===== src/rtl/lamp_pattern_decoder_if.sv =====
// Signal bundle between the lamp line source and the lamp pattern decoder.
// The master drives the lamp line and error clear; the slave returns status.
interface lamp_pattern_decoder_if #(
  parameter int CNT_W = 8
);

  logic             L;
  logic             CLR_ERR;
  logic [1:0]       MODE;
  logic [CNT_W-1:0] PERIOD;
  logic             PVALID;
  logic [CNT_W-1:0] EDGE_CNT;
  logic             JITTER;

  modport master (
    output L,
    output CLR_ERR,
    input  MODE,
    input  PERIOD,
    input  PVALID,
    input  EDGE_CNT,
    input  JITTER
  );

  modport slave (
    input  L,
    input  CLR_ERR,
    output MODE,
    output PERIOD,
    output PVALID,
    output EDGE_CNT,
    output JITTER
  );

endinterface


===== src/rtl/lamp_pattern_decoder.sv =====
// Lamp line classifier: decodes OFF / ON / BLINK, measures the rise-to-rise
// period, counts rising edges and flags period changes while blinking.
module lamp_pattern_decoder #(
  parameter int CNT_W   = 8,
  parameter int TIMEOUT = 16
) (
  input  logic                  CLK,
  input  logic                  reset,
  lamp_pattern_decoder_if.slave bus
);

  typedef enum logic [1:0] {
    MODE_UNKNOWN = 2'b00,
    MODE_OFF     = 2'b01,
    MODE_ON      = 2'b10,
    MODE_BLINK   = 2'b11
  } mode_e;

  localparam logic [CNT_W-1:0] CNT_ZERO   = CNT_W'(0);
  localparam logic [CNT_W-1:0] CNT_ONE    = CNT_W'(1);
  localparam logic [CNT_W-1:0] CNT_MAX    = {CNT_W{1'b1}};
  localparam logic [CNT_W-1:0] QUIET_MAX  = CNT_W'(TIMEOUT);
  localparam logic [CNT_W-1:0] QUIET_LAST = CNT_W'(TIMEOUT - 1);

  function automatic logic [CNT_W-1:0] sat_inc(input logic [CNT_W-1:0] val,
                                               input logic [CNT_W-1:0] lim);
    logic [CNT_W-1:0] res;
    if (val >= lim) begin
      res = lim;
    end else begin
      res = val + CNT_ONE;
    end
    return res;
  endfunction

  mode_e            mode_r;
  mode_e            mode_nxt_s;
  logic             l_q_r;
  logic [CNT_W-1:0] pcnt_r;
  logic [CNT_W-1:0] quiet_r;
  logic             have_ref_r;
  logic [CNT_W-1:0] period_r;
  logic             pvalid_r;
  logic [CNT_W-1:0] edge_cnt_r;
  logic             jitter_r;

  logic             rise_s;
  logic             fall_s;
  logic             edge_s;
  logic             timeout_s;
  logic             jitter_set_s;
  logic [CNT_W-1:0] pcnt_nxt_s;
  logic [CNT_W-1:0] quiet_nxt_s;
  logic             have_ref_nxt_s;
  logic [CNT_W-1:0] period_nxt_s;
  logic             pvalid_nxt_s;
  logic [CNT_W-1:0] edge_cnt_nxt_s;
  logic             jitter_nxt_s;

  // l_q_r resets to 0, so a high lamp on the first sample is seen as a rise
  assign rise_s    = bus.L & ~l_q_r;
  assign fall_s    = ~bus.L & l_q_r;
  assign edge_s    = rise_s | fall_s;
  assign timeout_s = ~edge_s & (quiet_r == QUIET_LAST);

  // Mode next-state: settle on quiet timeout, enter BLINK on a referenced rise
  always_comb begin
    mode_nxt_s = mode_r;
    case (mode_r)
      MODE_UNKNOWN: begin
        if (timeout_s) begin
          mode_nxt_s = bus.L ? MODE_ON : MODE_OFF;
        end else if (rise_s & have_ref_r) begin
          mode_nxt_s = MODE_BLINK;
        end else begin
          mode_nxt_s = mode_r;
        end
      end
      MODE_OFF, MODE_ON: begin
        if (edge_s) begin
          mode_nxt_s = MODE_UNKNOWN;
        end else begin
          mode_nxt_s = mode_r;
        end
      end
      MODE_BLINK: begin
        if (timeout_s) begin
          mode_nxt_s = bus.L ? MODE_ON : MODE_OFF;
        end else begin
          mode_nxt_s = mode_r;
        end
      end
      default: begin
        mode_nxt_s = MODE_UNKNOWN;
      end
    endcase
  end

  // Mode state register
  always_ff @(posedge CLK or posedge reset) begin
    if (reset) begin
      mode_r <= MODE_UNKNOWN;
    end else begin
      mode_r <= mode_nxt_s;
    end
  end

  // Datapath next values: period counter, quiet counter, edge count, jitter
  always_comb begin
    pcnt_nxt_s     = pcnt_r;
    quiet_nxt_s    = quiet_r;
    have_ref_nxt_s = have_ref_r;
    period_nxt_s   = period_r;
    pvalid_nxt_s   = 1'b0;
    edge_cnt_nxt_s = edge_cnt_r;
    jitter_nxt_s   = jitter_r;
    jitter_set_s   = 1'b0;

    if (rise_s) begin
      pcnt_nxt_s = CNT_ONE;
    end else begin
      pcnt_nxt_s = sat_inc(pcnt_r, CNT_MAX);
    end

    if (edge_s) begin
      quiet_nxt_s = CNT_ZERO;
    end else begin
      quiet_nxt_s = sat_inc(quiet_r, QUIET_MAX);
    end

    // A timeout means the reference rise is too old to measure against
    if (rise_s) begin
      have_ref_nxt_s = 1'b1;
    end else if (timeout_s) begin
      have_ref_nxt_s = 1'b0;
    end else begin
      have_ref_nxt_s = have_ref_r;
    end

    if (rise_s & have_ref_r) begin
      period_nxt_s = pcnt_r;
      pvalid_nxt_s = 1'b1;
    end else begin
      period_nxt_s = period_r;
      pvalid_nxt_s = 1'b0;
    end

    if (rise_s) begin
      edge_cnt_nxt_s = edge_cnt_r + CNT_ONE;
    end else begin
      edge_cnt_nxt_s = edge_cnt_r;
    end

    // Only rises inside BLINK compare; the BLINK-entry period is the reference
    jitter_set_s = (mode_r == MODE_BLINK) & rise_s & have_ref_r & (pcnt_r != period_r);
    if (jitter_set_s) begin
      jitter_nxt_s = 1'b1;
    end else if (bus.CLR_ERR) begin
      jitter_nxt_s = 1'b0;
    end else begin
      jitter_nxt_s = jitter_r;
    end
  end

  // Datapath and status registers
  always_ff @(posedge CLK or posedge reset) begin
    if (reset) begin
      l_q_r      <= 1'b0;
      pcnt_r     <= CNT_ZERO;
      quiet_r    <= CNT_ZERO;
      have_ref_r <= 1'b0;
      period_r   <= CNT_ZERO;
      pvalid_r   <= 1'b0;
      edge_cnt_r <= CNT_ZERO;
      jitter_r   <= 1'b0;
    end else begin
      l_q_r      <= bus.L;
      pcnt_r     <= pcnt_nxt_s;
      quiet_r    <= quiet_nxt_s;
      have_ref_r <= have_ref_nxt_s;
      period_r   <= period_nxt_s;
      pvalid_r   <= pvalid_nxt_s;
      edge_cnt_r <= edge_cnt_nxt_s;
      jitter_r   <= jitter_nxt_s;
    end
  end

  assign bus.MODE     = mode_r;
  assign bus.PERIOD   = period_r;
  assign bus.PVALID   = pvalid_r;
  assign bus.EDGE_CNT = edge_cnt_r;
  assign bus.JITTER   = jitter_r;

endmodule

===== src/flat_wrapper.sv =====
// flat-port wrapper written by rule: the top's interface ports become plain ports
module lamp_pattern_decoder_flat 
#(
  parameter int CNT_W   = 8,
  parameter int TIMEOUT = 16
)
  (CLK, reset, bus_L, bus_CLR_ERR, bus_MODE, bus_PERIOD, bus_PVALID, bus_EDGE_CNT, bus_JITTER);
  lamp_pattern_decoder_if #(.CNT_W(CNT_W)) bus_i ();
  input  logic CLK;
  input  logic reset;
  input wire logic [$bits(bus_i.L)-1:0] bus_L;
  input wire logic [$bits(bus_i.CLR_ERR)-1:0] bus_CLR_ERR;
  output wire logic [$bits(bus_i.MODE)-1:0] bus_MODE;
  output wire logic [$bits(bus_i.PERIOD)-1:0] bus_PERIOD;
  output wire logic [$bits(bus_i.PVALID)-1:0] bus_PVALID;
  output wire logic [$bits(bus_i.EDGE_CNT)-1:0] bus_EDGE_CNT;
  output wire logic [$bits(bus_i.JITTER)-1:0] bus_JITTER;
  assign bus_i.L = bus_L;
  assign bus_i.CLR_ERR = bus_CLR_ERR;
  assign bus_MODE = bus_i.MODE;
  assign bus_PERIOD = bus_i.PERIOD;
  assign bus_PVALID = bus_i.PVALID;
  assign bus_EDGE_CNT = bus_i.EDGE_CNT;
  assign bus_JITTER = bus_i.JITTER;
  lamp_pattern_decoder #(.CNT_W(CNT_W), .TIMEOUT(TIMEOUT)) u_core (.CLK(CLK), .reset(reset), .bus(bus_i));
endmodule

===== config.mk =====
export PLATFORM = sky130hd
export DESIGN_NAME = lamp_pattern_decoder_flat
export DESIGN_NICKNAME = d
export VERILOG_FILES = /design/src/rtl/lamp_pattern_decoder_if.sv /design/src/rtl/lamp_pattern_decoder.sv /design/src/flat_wrapper.sv
export SDC_FILE = /design/constraint.sdc
export NUM_CORES = 1
export LEC_CHECK = 0
export CAP_MARGIN = 5
export CORE_UTILIZATION = 30
export CTS_CLUSTER_DIAMETER = 200
export DETAILED_ROUTE_END_ITERATION = 8
export GPL_ROUTABILITY_DRIVEN = 1
export PLACE_DENSITY = 0.61
export SLEW_MARGIN = 20
export SYNTH_ARGS = -nofsm -noshare
export SYNTH_HDL_FRONTEND = slang
export SYNTH_SLANG_ARGS = --single-unit

===== constraint.sdc =====
create_clock -name CLK -period 1.5 [get_ports CLK]
set_input_delay 0.15 -clock CLK [delete_from_list [all_inputs] [get_ports CLK]]
set_output_delay 0.15 -clock CLK [all_outputs]
set_load 0.005 [all_outputs]

==> run_results.csv <==
group,metric,value,unit
synth,yosysUniqueCellTypes,34,
drt,dr.pass1.iters,4,
drt,ant_nets,0,
synth,synth_warnings,0,
clock_network,cts_inserted_buffers,5,
synth,ys_seq_area_share,54.76,%
setup_path,cp_data_required_time,1350,ps
drt,drt_drc_violations_left,0,
sta,skew,2.026,ps
layout,nets,198,
synth,post_synth_instance_area,0.001737,sq mm
grt,grt_usage,11.24,%
layout,n_antenna_cell,0,
setup_path,path_max_fanout,4,
layout,final_common_cell,"dfrtp_1",
clock_network,cts_tree,"yes",
power,leakagePower,1.005,nW
hold_path,hold_class,"input pin to async pin",
synth,postSynthAreaPerCell,11.98,sq um
setup_path,cp-end-kind,"output pin",
sta,hold_violations,0,
clock_network,hold_buffers,0,
setup_path,arrival,1310,ps
clock_network,htree_levels,2,
setup_path,crit_chain,"buf_4 -> clkdlybuf4s50_1",
clock_network,clk-insertion-delay-late,280,ps
drt,routedWlPerCell,11.74,um
floorplan,die_w,78.09,um
clock_network,cts-root-buf,"clkbuf_8",
grt,grt_max_degree,39,
power,ir_worst_vdd,0.0006635,V
layout,final_util,40.65,%
synth,syn-instance-count,145,
grt,grt_pass1_vias,1156,
layout,area_growth,29.68,%
grt,grt_pass1_wl,5.188,mm
floorplan,dieArea,0.006097,sq mm
sta,min_period,1461,ps
sta,fmax,0.6843,GHz
setup_path,worstSetupPathType,"register to output pin",
sta,finalCritPeriodShare,97.43,%
clock_network,cts_buffer_depth,2,
drt,wl,3.030,mm
setup_path,critPathLaunchType,"register",
floorplan,die_height,78.09,um
place,port_buffers,23,
sta,drv_slew,0,
sta,setup_viol,0,
setup_path,crit_slowest_cell,"clkdlybuf4s50_1",
layout,finalNonFillerCells,258,
layout,n_fill_cell,547,
floorplan,io_pins,24,
clock_network,clock-sinks,38,
clock_network,clkTransAtPathRegs,60,ps
grt,grt_overflow,0,
place,globalplace.congestion,0.7901,
power,pwr_density_cell,1444,mW/mm^2
drt,vias,1140,
place,placed_cells,248,
setup_path,max_stage_delay,480,ps
place,dp_hpwl,2.196,mm
grt,antenna_found_initial,0,
flow_run,maxCapViolations,0,
synth,synth-seq-cells,38,
drt,vias_per_cell,4.419,
drt,drt_iter0_drc,61,
floorplan,rows,27,
layout,final_cell_mix,"dfrtp_1, clkdlybuf4s50_1, xnor2_1",
floorplan,start_util,31.35,%
floorplan,core_area,0.005540,sq mm
status,status,"complete, no violations",
layout,drive_gt1_share,19.35,%
power,power,3.252,mW
[timing repair]
action,in CTS,in global routing
endpoints found under the hold margin,0,0
endpoints found under the setup margin,3,4
setup buffers,1,2
pin swaps,0,1
gates resized for setup,1,6
[power breakdown]
part	switching [mW]	total (mW)	internal, mW	leakage (nW)
Sequential	0.249	1.49	1.24	0.485
Clock	0.315	0.634	0.319	0.0383
Combinational	0.420	1.13	0.711	0.481
Total	0.983	3.25	2.27	1.00
[state kept, by name, summed over array words and instances, names as in the netlist]
signal	cells
u_core.l_q_r	1
u_core.bus.PVALID	1
u_core.bus.JITTER	1
u_core.bus.MODE	2
u_core.bus.PERIOD	8
u_core.pcnt_r	8
u_core.quiet_r	8
u_core.have_ref_r	1
u_core.bus.EDGE_CNT	8
[cells by family after synthesis]
| group | Yosys count | synth area share [%] |
|---|---|---|
| AOI/OAI and AO/OA | 16 | 5.980 |
| xor gates and xnor gates | 20 | 10.09 |
| adders and majority gates | 8 | 5.764 |
| buffers and inverters | 13 | 3.170 |
| DFF | 38 | 54.75 |
| muxes | 10 | 6.412 |
| other | 1 | 0.2159 |
| and+or+nand+nor | 39 | 13.62 |
[worst paths after layout]
path	start	to	slack [ps]	cells past startpoint
max	u_core.bus.MODE[0]	bus_MODE[0]	40	2
min	reset	u_core.bus.EDGE_CNT[2]	210	3
max reg2reg	u_core.bus.MODE[0]	u_core.bus.MODE[1]	60	5
min reg2reg	u_core.bus.EDGE_CNT[7]	u_core.bus.EDGE_CNT[7]	480	1
max in group asynchronous	reset	u_core.quiet_r[3]	1090	3
min in group CLK	bus_CLR_ERR	u_core.bus.JITTER	430	2
[Yosys cell counts (all sizes together)]
master / instances / area share (%)
a21boi: 1 / 0.43
a21o: 2 / 0.86
a21oi: 7 / 2.0
a31oi: 1 / 0.36
and2: 2 / 0.72
and3: 4 / 1.5
and4: 1 / 0.50
and4b: 1 / 0.58
buf: 3 / 1.0
clkbuf: 1 / 0.22
conb: 1 / 0.22
dfrtp: 38 / 55
ha: 8 / 5.8
inv: 9 / 1.9
mux2: 9 / 5.8
mux2i: 1 / 0.58
nand2: 6 / 1.7
nand3: 5 / 1.7
nand3b: 1 / 0.43
nand4: 7 / 2.5
nor2: 8 / 1.7
nor2b: 1 / 0.36
nor3: 2 / 0.58
nor4: 1 / 1.2
o211ai: 1 / 0.43
o21a: 1 / 0.43
o21ai: 1 / 0.29
o32a: 2 / 1.2
xnor2: 15 / 7.6
xor2: 5 / 2.5
[per-layer routing]
metal / part of all wire [%] / up-vias / GRT usage, %
met5: 0 / - / 0
met4: 1.9 / 0 / 5.741
met3: 5.0 / 5 / 4.302
met2: 43 / 24 / 16.84
met1: 50 / 532 / 14.03
li1: - / 579 / -
[worst max-delay path: cells and delay by family (launching register included)]
kind	cells	cell delay, ps
buf+inv	2	610
flops	1	410
[metrics by stage]
step / hold WS [ps] / cell area [sq um] / setup slack, ps / TNS [ps]
floorplan: 181.4 / 1757 / 7.065 / 0
global placement: 467.4 / 2140 / -230.3 / -1842
detailed placement: 476.2 / 2140 / -263.8 / -2215
CTS: 222.4 / 2226 / 17.23 / 0
global route: 225.8 / 2252 / -5.053 / -5.478
finish: 213.2 / 2252 / 38.60 / 0
[final cells by class]
class                      count  area, sq um  area share [%]
clock buffer                   7        76.32           3.389
inverter                       9        33.78           1.500
multi-input combinational     96        759.5           33.72
sequential                    38        950.9           42.22
tap                           72        90.09           4.000
timing repair buffer          36        341.6           15.17
No activity file was read; power rests on OpenSTA's default activity.
